`src/rtl/ayatsuki_uart_rx_pkg.sv`:
```
// Shared UART definitions: FSM state encoding, default bit timing and data width.
// A future transmitter imports the same package.
package ayatsuki_uart_rx_pkg;
    localparam int UART_CLKS_PER_BIT_DEFAULT = 434;
    localparam int UART_DATA_W               = 8;

    typedef enum logic [2:0] {
        S_IDLE      = 3'd0,
        S_START     = 3'd1,
        S_DATA      = 3'd2,
        S_STOP      = 3'd3,
        S_WAIT_IDLE = 3'd4
    } rx_state_t;
endpackage

```
`src/rtl/ayatsuki_uart_rx_fifo.sv`:
```
// Show-ahead synchronous FIFO with extra-MSB pointers; simultaneous push and pop
// are both honoured when full, and pop is ignored when empty.
module ayatsuki_sync_fifo #(
    parameter int WIDTH = 8,
    parameter int DEPTH = 4
) (
    input  logic             clk,
    input  logic             rst,
    input  logic             push,
    input  logic [WIDTH-1:0] push_data,
    input  logic             pop,
    output logic [WIDTH-1:0] pop_data,
    output logic             full,
    output logic             empty
);
    localparam int AW = $clog2(DEPTH);

    logic [AW:0]      wr_ptr;
    logic [AW:0]      rd_ptr;
    logic [WIDTH-1:0] mem [DEPTH];
    logic             do_push;
    logic             do_pop;

    assign empty    = (wr_ptr == rd_ptr);
    assign full     = (wr_ptr[AW] != rd_ptr[AW]) && (wr_ptr[AW-1:0] == rd_ptr[AW-1:0]);
    assign do_pop   = pop && !empty;
    assign do_push  = push && (!full || do_pop);
    // Head reads as zero while empty so the output is defined without resetting storage.
    assign pop_data = empty ? '0 : mem[rd_ptr[AW-1:0]];

    always_ff @(posedge clk) begin
        if (rst) begin
            wr_ptr <= '0;
            rd_ptr <= '0;
        end else begin
            if (do_push) wr_ptr <= wr_ptr + 1'b1;
            if (do_pop)  rd_ptr <= rd_ptr + 1'b1;
        end
    end

    always_ff @(posedge clk) begin
        if (do_push) mem[wr_ptr[AW-1:0]] <= push_data;
    end
endmodule

```
`src/rtl/ayatsuki_uart_rx.sv`:
```
// 8N1 UART receiver: two-flop synchroniser, mid-bit sampling FSM and a byte FIFO
// presented as a valid/ready stream with framing-error and overrun pulses.
module ayatsuki_uart_rx
    import ayatsuki_uart_rx_pkg::*;
#(
    parameter int CLKS_PER_BIT = UART_CLKS_PER_BIT_DEFAULT,
    parameter int FIFO_DEPTH   = 4
) (
    input  logic                   clk,
    input  logic                   rst,
    input  logic                   rx,
    output logic [UART_DATA_W-1:0] rx_data,
    output logic                   rx_valid,
    input  logic                   rx_ready,
    output logic                   frame_err,
    output logic                   overrun,
    output logic                   busy
);
    localparam int HALF = CLKS_PER_BIT / 2;
    localparam int CW   = $clog2(CLKS_PER_BIT);
    localparam logic [CW-1:0] BIT_LAST   = CW'(CLKS_PER_BIT - 1);
    // sync2 was already low for the IDLE cycle, so the start check lands HALF cycles after it fell.
    localparam logic [CW-1:0] START_LAST = CW'(HALF - 2);

    rx_state_t              state;
    logic                   sync1;
    logic                   sync2;
    logic [CW-1:0]          cnt;
    logic [2:0]             bit_idx;
    logic [UART_DATA_W-1:0] shreg;
    logic                   push;
    logic                   pop;
    logic                   full;
    logic                   empty;

    assign push     = (state == S_STOP) && (cnt == BIT_LAST) && sync2;
    assign pop      = rx_valid && rx_ready;
    assign rx_valid = !empty;
    assign busy     = (state != S_IDLE);

    always_ff @(posedge clk) begin
        if (rst) begin
            sync1     <= 1'b1;
            sync2     <= 1'b1;
            state     <= S_IDLE;
            cnt       <= '0;
            bit_idx   <= '0;
            frame_err <= 1'b0;
            overrun   <= 1'b0;
        end else begin
            sync1     <= rx;
            sync2     <= sync1;
            frame_err <= 1'b0;
            overrun   <= 1'b0;
            cnt       <= cnt + 1'b1;
            case (state)
                S_IDLE: begin
                    cnt     <= '0;
                    bit_idx <= '0;
                    if (!sync2) state <= S_START;
                end
                S_START: begin
                    if (cnt == START_LAST) begin
                        cnt   <= '0;
                        state <= sync2 ? S_IDLE : S_DATA;
                    end
                end
                S_DATA: begin
                    if (cnt == BIT_LAST) begin
                        cnt     <= '0;
                        bit_idx <= bit_idx + 1'b1;
                        if (bit_idx == 3'd7) state <= S_STOP;
                    end
                end
                S_STOP: begin
                    if (cnt == BIT_LAST) begin
                        cnt <= '0;
                        if (sync2) begin
                            state   <= S_IDLE;
                            overrun <= full && !pop;
                        end else begin
                            frame_err <= 1'b1;
                            state     <= S_WAIT_IDLE;
                        end
                    end
                end
                S_WAIT_IDLE: begin
                    cnt <= '0;
                    if (sync2) state <= S_IDLE;
                end
                default: state <= S_IDLE;
            endcase
        end
    end

    always_ff @(posedge clk) begin
        if (state == S_DATA && cnt == BIT_LAST) shreg[bit_idx] <= sync2;
    end

    ayatsuki_sync_fifo #(
        .WIDTH (UART_DATA_W),
        .DEPTH (FIFO_DEPTH)
    ) u_fifo (
        .clk       (clk),
        .rst       (rst),
        .push      (push),
        .push_data (shreg),
        .pop       (pop),
        .pop_data  (rx_data),
        .full      (full),
        .empty     (empty)
    );
endmodule

```
`config.mk`:
```
export PLATFORM = sky130hd
export DESIGN_NAME = ayatsuki_uart_rx
export DESIGN_NICKNAME = d
export VERILOG_FILES = /design/src/rtl/ayatsuki_uart_rx_pkg.sv /design/src/rtl/ayatsuki_uart_rx_fifo.sv /design/src/rtl/ayatsuki_uart_rx.sv
export SDC_FILE = /design/constraint.sdc
export NUM_CORES = 1
export LEC_CHECK = 0
export CORE_MARGIN = 3
export CORE_UTILIZATION = 30
export CTS_BUF_LIST = sky130_fd_sc_hd__clkbuf_4 sky130_fd_sc_hd__clkbuf_8
export CTS_CLUSTER_DIAMETER = 150
export DETAILED_ROUTE_END_ITERATION = 8
export GPL_TIMING_DRIVEN = 0
export PLACE_DENSITY = 0.46
export SYNTH_ARGS = -nofsm -noshare
export SYNTH_HDL_FRONTEND = slang
export SYNTH_SLANG_ARGS = --single-unit
```
`constraint.sdc`:
```
create_clock -name clk -period 2.7 [get_ports clk]
set_input_delay 0.27 -clock clk [delete_from_list [all_inputs] [get_ports clk]]
set_output_delay 0.27 -clock clk [all_outputs]
set_load 0.02 [all_outputs]
```
==> reports/results.txt <==
Worst EP required - 2430 ps
worst skew pair latency - 340 ps
RePlAce Congestion - 0.7012
clock sinks - 67
Routed WL per cell - 13.29 um
Setup Skew - 12.69 ps
Placement Setup Slack - 57.08 ps
synthesized area - 0.002909 mm2
largest net degree at the start of global routing - 15
hold_sp - sync1
final WL - 5.065 mm
Worst slew margin - 64.13%
number of global-route vias before repair - 1,715
Detailed Place HPWL - 3.438 mm
share of the synthesized area in the top cell type - 41.29%
grt ovf - 0
ys async rst share - 0%
layout cell share with drive strength beyond 1 - 16.67%
Starting DRT DRC Count - 50
max cap viols - 0
Die Ht - 104.5 um
num rows - 35
Post-synth EDFFs - 40
mean post-synth cell area - 13.22 um2
Area contributors post-synth - edfxtp_1, dfxtp_1, mux4_2
RR Startpoint - cnt[0]
die area - 0.01091 mm2
Detailed Routing Iterations Pass 1 - 6
drt drc - 0
nets - 260
fmax - 407.4 MHz
CP max FO - 9
cell count of the worst hold path - 1
prevailing post-synth register cell - edfxtp_1
fin cells - 381
R2R setup slack - 380 ps
area leader, netlist - edfxtp_1
core area - 0.009328 mm2
Area Growth Syn to Fin - 18.62%
CTS tree - built
vias - 1,694
Buffers on Ports - 15
Worst Reg-to-Reg Cells - 5
worst slew pin tran - 538.0 ps
CP Capture Type - output pin
design area - 0.003451 mm2
die width - 104.5 um
DR vias/cell - 4.446
Flop pwr share - 54.7%
pwr dens - 569.9 mW/mm2
Worst Path Class, Setup - reg -> out
clock buffer depth - 2
Initial Util - 31.19%
initial antenna violation count - 0
Final Cycle Share - 90.91%
Max rail drop VDD - 0.0002861 V
CP Launch Type - flip-flop
Clock Power Share - 43.9%
Post-CTS Repair Setup Buffers - 0
Post-Syn Nets - 233
RR Endpoint - u_fifo.mem[0][5]
Reg clk slew, reported paths - 80 ps
global-route wire length before repair - 8.859 mm
H-tree Lvls - 3
fin. max-slew vios - 0
minimum clock period - 2454 ps
net switching power - 0.4388 mW
Root Driver - clkbuf_8
total CTS buffers - 9
gr usage total - 10.39%
hold endpoint - sync2
total internal power - 1.528 mW
Cells after DPL - 365
setup TNS - 0 ps
Power Total - 1.967 mW
LEAKAGE - 1.132 nW
FF+latch count, synth - 67
Final Hold Fails - 0
placed cell area - 0.003234 mm2
Detail Route Antenna Nets - 0
Gate power share - 1.3%
Synth cell types - 45
IO Pins - 16
Filler Cell Count - 921
RSZ-0062 raised after global routing - no
ant diodes - 0
Min-Delay Path Class - reg -> reg
Final WS setup - 245.5 ps
setup violators final - 0
Mapped Cells - 220
run status - completed
Synth Warn # - 0
Sw Share - 22.31%
worst path arrival time - 2180 ps
register area share after synthesis - 59.87%
## placed cells by master (no fill, tap or decap), types with 2 or more instances in the layout
| cell type | instances |
|---|---|
| inv_6 | 5 |
| inv_1 | 5 |
| nor3b_1 | 4 |
| nor4_1 | 2 |
| nor3_4 | 2 |
| nor4b_1 | 2 |
| o21ai_0 | 2 |
| nand3_1 | 5 |
| nand2b_1 | 4 |
| or2_2 | 5 |
| nor2_1 | 17 |
| clkbuf_8 | 9 |
| mux2i_1 | 2 |
| mux4_2 | 8 |
| dfxtp_1 | 27 |
| nand4b_1 | 2 |
| nor4_4 | 2 |
| nor3_1 | 15 |
| nand2_1 | 10 |
| xor2_1 | 7 |
| mux2_1 | 2 |
| clkbuf_1 | 6 |
| xnor2_1 | 6 |
| nor4_2 | 2 |
| ha_1 | 9 |
| edfxtp_1 | 40 |
| and2_1 | 3 |
| nor2b_1 | 9 |
| a21oi_1 | 4 |
| clkdlybuf4s50_1 | 15 |
## kinds of logic after synthesis
logic type               count (synthesis)  share of synthesized area, %
flip-flops                              67                         59.87
adder cells (fa/ha/maj)                  9                         3.871
multiplexers                            12                         7.656
AND/OR/NAND/NOR                         91                         19.61
buffers and inverters                   14                         1.892
XOR/XNOR                                13                         3.914
AO/OA/AOI/OAI                           14                         3.184
## power by group through the flow
stage / combinational (mW) / sequential, mW / clock [mW]
floorplan: 0.0149 / 1.10 / 0
global route: 0.0290 / 1.08 / 0.963
finish: 0.0260 / 1.08 / 0.864
detailed placement: 0.0265 / 1.10 / 0
global placement: 0.0264 / 1.10 / 0
CTS: 0.0266 / 1.08 / 0.905
## final cells by class
cell class | count | area, um2 | share of cell area [%]
flip-flops and latches | 67 | 1742 | 50.47
multi-input cells | 139 | 1130 | 32.74
well taps | 129 | 161.4 | 4.677
repair buffers | 16 | 157.7 | 4.569
clock buffers | 9 | 123.9 | 3.590
clock inverters | 7 | 81.33 | 2.357
plain buffers | 9 | 36.28 | 1.051
inverters | 5 | 18.77 | 0.5439
## worst max path at each step
stage	start	to	depth (start not counted)
after floorplan	cnt[0]	u_fifo.mem[3][0]	4
after global placement	cnt[0]	u_fifo.mem[3][6]	4
after detailed placement	u_fifo.wr_ptr[1]	rx_data[2]	4
after CTS	u_fifo.wr_ptr[1]	rx_data[2]	4
after global routing	u_fifo.wr_ptr[1]	rx_data[4]	4
final	u_fifo.wr_ptr[1]	rx_data[2]	4
## cells in the mapped netlist, types with 2 or more instances
master,count
xnor2_1,6
mux2_1,2
xor2_1,7
nor4b_1,2
edfxtp_1,40
nand2_1,10
ha_1,9
and2_1,3
clkbuf_1,6
nand2b_1,4
nor4_4,2
nor2b_1,9
mux4_2,8
inv_1,5
nand4b_1,2
mux2i_1,2
nand3_1,5
a21oi_1,4
or2_2,5
nor2_1,17
dfxtp_1,27
nor4_1,3
nor3_1,16
nor3b_1,4
o21ai_0,2
## critical path: stages, from the launching register on
cell,delay (ps)
dfxtp_1,440
xor2_1,470
nor3_4,160
nor2b_1,150
clkdlybuf4s50_1,610
## flip-flops by register name, summed over array words and instances, names as in the netlist, named ones only
register / flops
sync2: 1
sync1: 1
frame_err: 1
shreg: 8
overrun: 1
u_fifo.mem: 32
u_fifo.rd_ptr: 3
cnt: 9
bit_idx: 3
state: 3
u_fifo.wr_ptr: 3
## what timing repair did
| action | in CTS | in global routing |
|---|---|---|
| setup endpoints to repair | 9 | 9 |
| gates cloned | 0 | 0 |
| hold buffers | 0 | 0 |
| resized for setup | 1 | 1 |
## layer usage
metal  share of wire (%)  GRT usage (%)
met2                  49          16.70
met5                   0              0
met1                  46          12.78
met3                 3.3          3.476
met4                0.95          4.274
## through the flow
stage	hold slack [ps]	utilization (%)
6_report	415.4	37.00
5_1_grt	434.2	37.00
4_1_cts	417.9	36.93
3_5_place_dp	395.7	34.67
3_3_place_gp	390.9	34.53
2_1_floorplan	373.8	-
Power figures use the tool's default switching activity.
